<file path="src/rtl/otg_hpi_pkg.sv">
// Shared definitions for the CY7C67200 Host Port Interface: register selects and bus-cycle phases.
// The initiator and any future responder model both import this.
package otg_hpi_pkg;

    localparam logic [1:0] HPI_DATA    = 2'd0;
    localparam logic [1:0] HPI_MAILBOX = 2'd1;
    localparam logic [1:0] HPI_ADDRESS = 2'd2;
    localparam logic [1:0] HPI_STATUS  = 2'd3;

    typedef enum logic [2:0] {
        IDLE,
        SETUP,
        STROBE,
        HOLD,
        RECOVER
    } hpi_state_t;

    // Phase counters count down to zero, so a phase lasting N cycles starts at N-1.
    function automatic logic [3:0] phase_load(input int unsigned cycles);
        return 4'(cycles - 1);
    endfunction

endpackage

</file>
<file path="src/rtl/otg_hpi_bus_master.sv">
// HPI bus initiator: runs one 16-bit register read or write per command with programmable
// setup/strobe/hold/recovery timing. All pin outputs come straight from flops.
module otg_hpi_bus_master
    import otg_hpi_pkg::*;
#(
    parameter int unsigned SETUP_CYC    = 1,
    parameter int unsigned STROBE_CYC   = 4,
    parameter int unsigned HOLD_CYC     = 1,
    parameter int unsigned RECOVERY_CYC = 2
) (
    input  logic        clk,
    input  logic        reset,
    input  logic        cmd_valid,
    output logic        cmd_ready,
    input  logic        cmd_write,
    input  logic [1:0]  cmd_addr,
    input  logic [15:0] cmd_wdata,
    output logic        rsp_valid,
    output logic        rsp_write,
    output logic [15:0] rsp_rdata,
    output logic [1:0]  otg_addr,
    output logic        otg_cs_n,
    output logic        otg_rd_n,
    output logic        otg_wr_n,
    output logic [15:0] otg_data_out,
    output logic        otg_data_oe,
    input  logic [15:0] otg_data_in
);

    hpi_state_t state_q, state_d;
    logic [3:0] cnt_q, cnt_d;
    logic       lat_write;
    logic       start;
    logic       txn_write;
    logic       in_txn_d;
    logic       strobe_done;

    assign cmd_ready = (state_q == IDLE);

    always_comb begin
        state_d = state_q;
        cnt_d   = cnt_q;
        case (state_q)
            IDLE: begin
                if (cmd_valid) begin
                    state_d = SETUP;
                    cnt_d   = phase_load(SETUP_CYC);
                end
            end
            SETUP: begin
                if (cnt_q == 4'd0) begin
                    state_d = STROBE;
                    cnt_d   = phase_load(STROBE_CYC);
                end else begin
                    cnt_d = cnt_q - 4'd1;
                end
            end
            STROBE: begin
                if (cnt_q == 4'd0) begin
                    state_d = HOLD;
                    cnt_d   = phase_load(HOLD_CYC);
                end else begin
                    cnt_d = cnt_q - 4'd1;
                end
            end
            HOLD: begin
                if (cnt_q == 4'd0) begin
                    state_d = RECOVER;
                    cnt_d   = phase_load(RECOVERY_CYC);
                end else begin
                    cnt_d = cnt_q - 4'd1;
                end
            end
            RECOVER: begin
                if (cnt_q == 4'd0) begin
                    state_d = IDLE;
                    cnt_d   = 4'd0;
                end else begin
                    cnt_d = cnt_q - 4'd1;
                end
            end
            default: begin
                state_d = IDLE;
                cnt_d   = 4'd0;
            end
        endcase
    end

    always_ff @(posedge clk) begin
        if (reset) begin
            state_q <= IDLE;
            cnt_q   <= 4'd0;
        end else begin
            state_q <= state_d;
            cnt_q   <= cnt_d;
        end
    end

    // Pins are registered from the next state so they switch on the same edge as the phase.
    assign start       = (state_q == IDLE) && cmd_valid;
    assign txn_write   = start ? cmd_write : lat_write;
    assign in_txn_d    = (state_d == SETUP) || (state_d == STROBE) || (state_d == HOLD);
    assign strobe_done = (state_q == STROBE) && (state_d == HOLD);

    always_ff @(posedge clk) begin
        if (reset) begin
            lat_write    <= 1'b0;
            otg_addr     <= 2'd0;
            otg_data_out <= 16'd0;
            otg_cs_n     <= 1'b1;
            otg_rd_n     <= 1'b1;
            otg_wr_n     <= 1'b1;
            otg_data_oe  <= 1'b0;
            rsp_valid    <= 1'b0;
            rsp_write    <= 1'b0;
            rsp_rdata    <= 16'd0;
        end else begin
            if (start) begin
                lat_write <= cmd_write;
                otg_addr  <= cmd_addr;
                if (cmd_write) begin
                    otg_data_out <= cmd_wdata;
                end
            end
            otg_cs_n    <= !in_txn_d;
            otg_data_oe <= in_txn_d && txn_write;
            otg_wr_n    <= !((state_d == STROBE) && txn_write);
            otg_rd_n    <= !((state_d == STROBE) && !txn_write);
            rsp_valid   <= strobe_done;
            if (strobe_done) begin
                rsp_write <= lat_write;
                rsp_rdata <= lat_write ? 16'd0 : otg_data_in;
            end
        end
    end

endmodule

</file>
<file path="config.mk">
export PLATFORM = sky130hd
export DESIGN_NAME = otg_hpi_bus_master
export DESIGN_NICKNAME = d
export VERILOG_FILES = /design/src/rtl/otg_hpi_pkg.sv /design/src/rtl/otg_hpi_bus_master.sv
export SDC_FILE = /design/constraint.sdc
export NUM_CORES = 1
export LEC_CHECK = 0
export ABC_AREA = 1
export CAP_MARGIN = 20
export CELL_PAD_IN_SITES_DETAIL_PLACEMENT = 1
export CELL_PAD_IN_SITES_GLOBAL_PLACEMENT = 1
export CORE_ASPECT_RATIO = 1.1
export CORE_UTILIZATION = 30
export CTS_CLUSTER_DIAMETER = 120
export DETAILED_ROUTE_END_ITERATION = 8
export PLACE_DENSITY_LB_ADDON = 0.1
export SLEW_MARGIN = 20
export SYNTH_ARGS = -nofsm -noshare
export SYNTH_HDL_FRONTEND = slang
export SYNTH_SLANG_ARGS = --single-unit
</file>
<file path="constraint.sdc">
create_clock -name clk -period 1.7 [get_ports clk]
set_clock_uncertainty 0.15 [all_clocks]
set_input_delay 0.255 -clock clk [delete_from_list [all_inputs] [get_ports clk]]
set_output_delay 0.255 -clock clk [all_outputs]
set_load 0.05 [all_outputs]
</file>
==> results of run 1 <==
[through the flow]
stage	instances	setup slack (ns)	util	total power, mW	instance area (sq um)
after detailed placement	396	0.0433	0.439	4.50	2700
after global placement	396	0.0657	0.439	4.47	2700
after global routing	404	0.0346	0.462	5.82	2850
final	404	0.121	0.462	5.46	2850
after CTS	404	0.0476	0.461	5.53	2840
after floorplan	236	0.299	-	3.64	1920
[report_power, final]
group / leakage, nW / total (mW) / switching, mW / internal (mW)
Clock: 0.0687 / 1.00 / 0.412 / 0.592
Combinational: 0.743 / 2.84 / 1.93 / 0.913
Sequential: 0.392 / 1.62 / 0.181 / 1.44
Total: 1.20 / 5.46 / 2.52 / 2.94
[flip-flops by register name, indices dropped and copies added, names as in the netlist, 2 cells and up]
name	flops
state_q	3
rsp_rdata	16
otg_data_out	16
otg_addr	2
cnt_q	4
[critical path, cell delays in order, from the launching register on]
cell,delay (ns)
dfxtp_1,0.39
inv_1,0.12
nand2_2,0.13
inv_1,0.08
buf_12,0.15
[final cells by class]
| type | count | area, sq um |
|---|---|---|
| clock buffers | 5 | 68.8 |
| clock inverters | 3 | 68.8 |
| fillers | 756 | 3310 |
| inverters | 19 | 71.3 |
| multi-input cells | 157 | 779 |
| flip-flops and latches | 48 | 962 |
| well taps | 80 | 100 |
| repair buffers | 92 | 796 |
[placed cells by master, fill, tap and decap left out]
cell / n
a21oi_1: 32
a21oi_2: 9
a21oi_4: 1
buf_12: 1
buf_4: 54
bufinv_16: 2
clkbuf_8: 5
clkdlybuf4s50_1: 37
clkinv_1: 1
dfxtp_1: 47
dfxtp_2: 1
inv_1: 16
inv_2: 2
inv_6: 1
nand2_1: 32
nand2_2: 3
nand3_1: 24
nand3_2: 1
nand4_1: 1
nor2_1: 28
nor2_2: 1
nor2_4: 2
nor3_1: 1
o21ai_0: 20
o21ai_1: 2
[cells by family (layout without fill, tap and decap cells)]
| kind of cell | after synthesis | after routing |
|---|---|---|
| AND/OR/NAND/NOR | 93 | 93 |
| flip-flops | 48 | 48 |
| buffers and inverters | 31 | 119 |
| AO/OA/AOI/OAI | 64 | 64 |
[metal layers]
metal / share of wire / vias up
li1: - / 948
met1: 0.45 / 851
met2: 0.47 / 44
met3: 0.060 / 5
met4: 0.013 / 0
met5: 0 / -
[path summary, 6_finish.rpt]
check	end	startpoint	slack, ns	cells past startpoint
worst max-delay path	cmd_ready	state_q[2]$_SDFF_PP0_	0.12	4
worst max register to register	rsp_rdata[15]$_SDFFE_PP0P_	cnt_q[0]$_SDFFE_PP0P_	0.21	6
worst min-delay path	cnt_q[3]$_SDFFE_PP0P_	cnt_q[3]$_SDFFE_PP0P_	0.31	2
worst min register to register	cnt_q[3]$_SDFFE_PP0P_	cnt_q[3]$_SDFFE_PP0P_	0.31	2
==> metrics.md, run 1 <==
| Metric | Value |
|---|---|
| Status | finished, final reports clean |
| Clock Path Buffers | 2 |
| Worst-path clk slew | 0.09 ns |
| Slew HR | 0.751 |
| Initial antenna violation count | 0 |
| Max Clk Rate | 0.633 GHz |
| Core ar. | 6160 sq um |
| Total congestion overflow | 0 |
| Initial Utilization | 0.312 |
| Worst hold slack | 0.313 ns |
| Max-Cap Viols | 0 |
| CTS H-Tree Depth | 2 |
| Seq/Total Area, Yosys | 0.501 |
| Top-area cell type share of the netlist area | 0.501 |
| Worst endpoint required time | roughly 1.3 ns |
| Die Width | 78.3 um |
| DRC violation count after routing | 0 |
| Final ANT Viol Nets | 0 |
| Syn. warnings | 0 |
| First-pass GRT wire length | about 9000 um |
| Syn-to-layout area delta | 48.3% |
| GPL Wtd Cong | roughly 0.76 |
| CTS tree | done |
| Port Buffer Count | 78 |
| Pin count of the biggest net entering global routing | 18 |
| Grt met1 use | 0.219 |
| Syn Inst Count | approximately 240 |
| DR vias/cell | 4.57 |
| Worst skew pair latency | 0.30 ns |
| Critical path startpoint category | flip-flop |
| Met2 usage | 0.271 |
| Die height | 85.9 um |
| Nets | 361 |
| Synth cell count leaders | 48 x dfxtp_1, 32 x a21oi_1, 32 x nand2_1 |
| Leakage power | 1.20 nW |
| GR peak layer | met2 |
| Least-Margin Pin Slew | 0.373 ns |
| Die area | 6720 sq um |
| CTS Buf Count | 5 |
| Layout cell share with drive strength beyond 1 | 0.256 |
| EDFF count, synth | 0 |
| # setup viols final | 0 |
| Site Rows | 30 |
| Final period demand of the worst path | approximately 1.6 ns |
| Top-count cell post-synth | dfxtp_1 |
| Syn_nets | ~270 |
| Drt first pass iters | 4 |
| Final wirelength | 5330 um |
| CP Data Arrival Time | 1.17 ns |
| Post-CTS setup buffer count | 0 |
| Crit end category | output port |
| Met3 GRT Util | 0.0436 |
| Synth Register Bits | 48 |
| Post-synthesis xor/xnor area fraction | 0 |
| Synth Area in Compound Gates | 0.190 |
| Post-DP HPWL | 4030 um |
| Setup TNS | 0 ns |
| Synth Cell Area | approximately 1900 sq um |
| Post-synthesis mux area share | 0 |
| Adder-Cell Fraction of Synth Area | 0 |
| WL/cell | 13.2 um |
| Avg Cell Area, Syn | between 8 and 9 sq um |
| Asr flop ratio synth | 0 |
| Final Max Tran Viols | 0 |
| RSZ-0062 raised after global routing | false |
| Gr usage total | 0.168 |
| Post-route clock period utilization | 0.929 |
| DR vias | roughly 1800 |
| Leading area contributor after synthesis | dfxtp_1 |
| Maximum vdd drop | 838 uV |
| HP Class | flip-flop to flip-flop |
| Synth cell types | 25 |
| Gates resized, CTS repair | 0 |
| Simple-gate share of the synthesized area | 0.213 |
| Pwr dens | 1920 nW/um^2 |
| Io pins | a little under 80 |
| Largest family of logic cells by synthesized area | simple AND/OR/NAND/NOR gates |
| Drt first-iter violations | 51 |
| N_diodes | 0 |
| # hold bufs at CTS | 0 |
| Clock net sink count | 48 |
| Worst-path fanout max | 5 |
| Vias in the first global route | 1842 |
| CP Class | flip-flop to output port |
| Most area-consuming cells after synthesis | dfxtp_1 50%, a21oi_1 8.3%, nand3_1 6.3% |
| Clock Root Buffer | clkbuf_8 |
| Fin. Hold Viols | 0 |
| Main flop type after synthesis | dfxtp_1 |
Power figures use the tool's default switching activity.
==> run 2: changes to the inputs <==
Settings changed: SKIP_CTS_REPAIR_TIMING set to 1, SKIP_LAST_GASP set to 1.
==> results of run 2 <==
The final DEF is identical to that of run 1; final timing and power are the same.
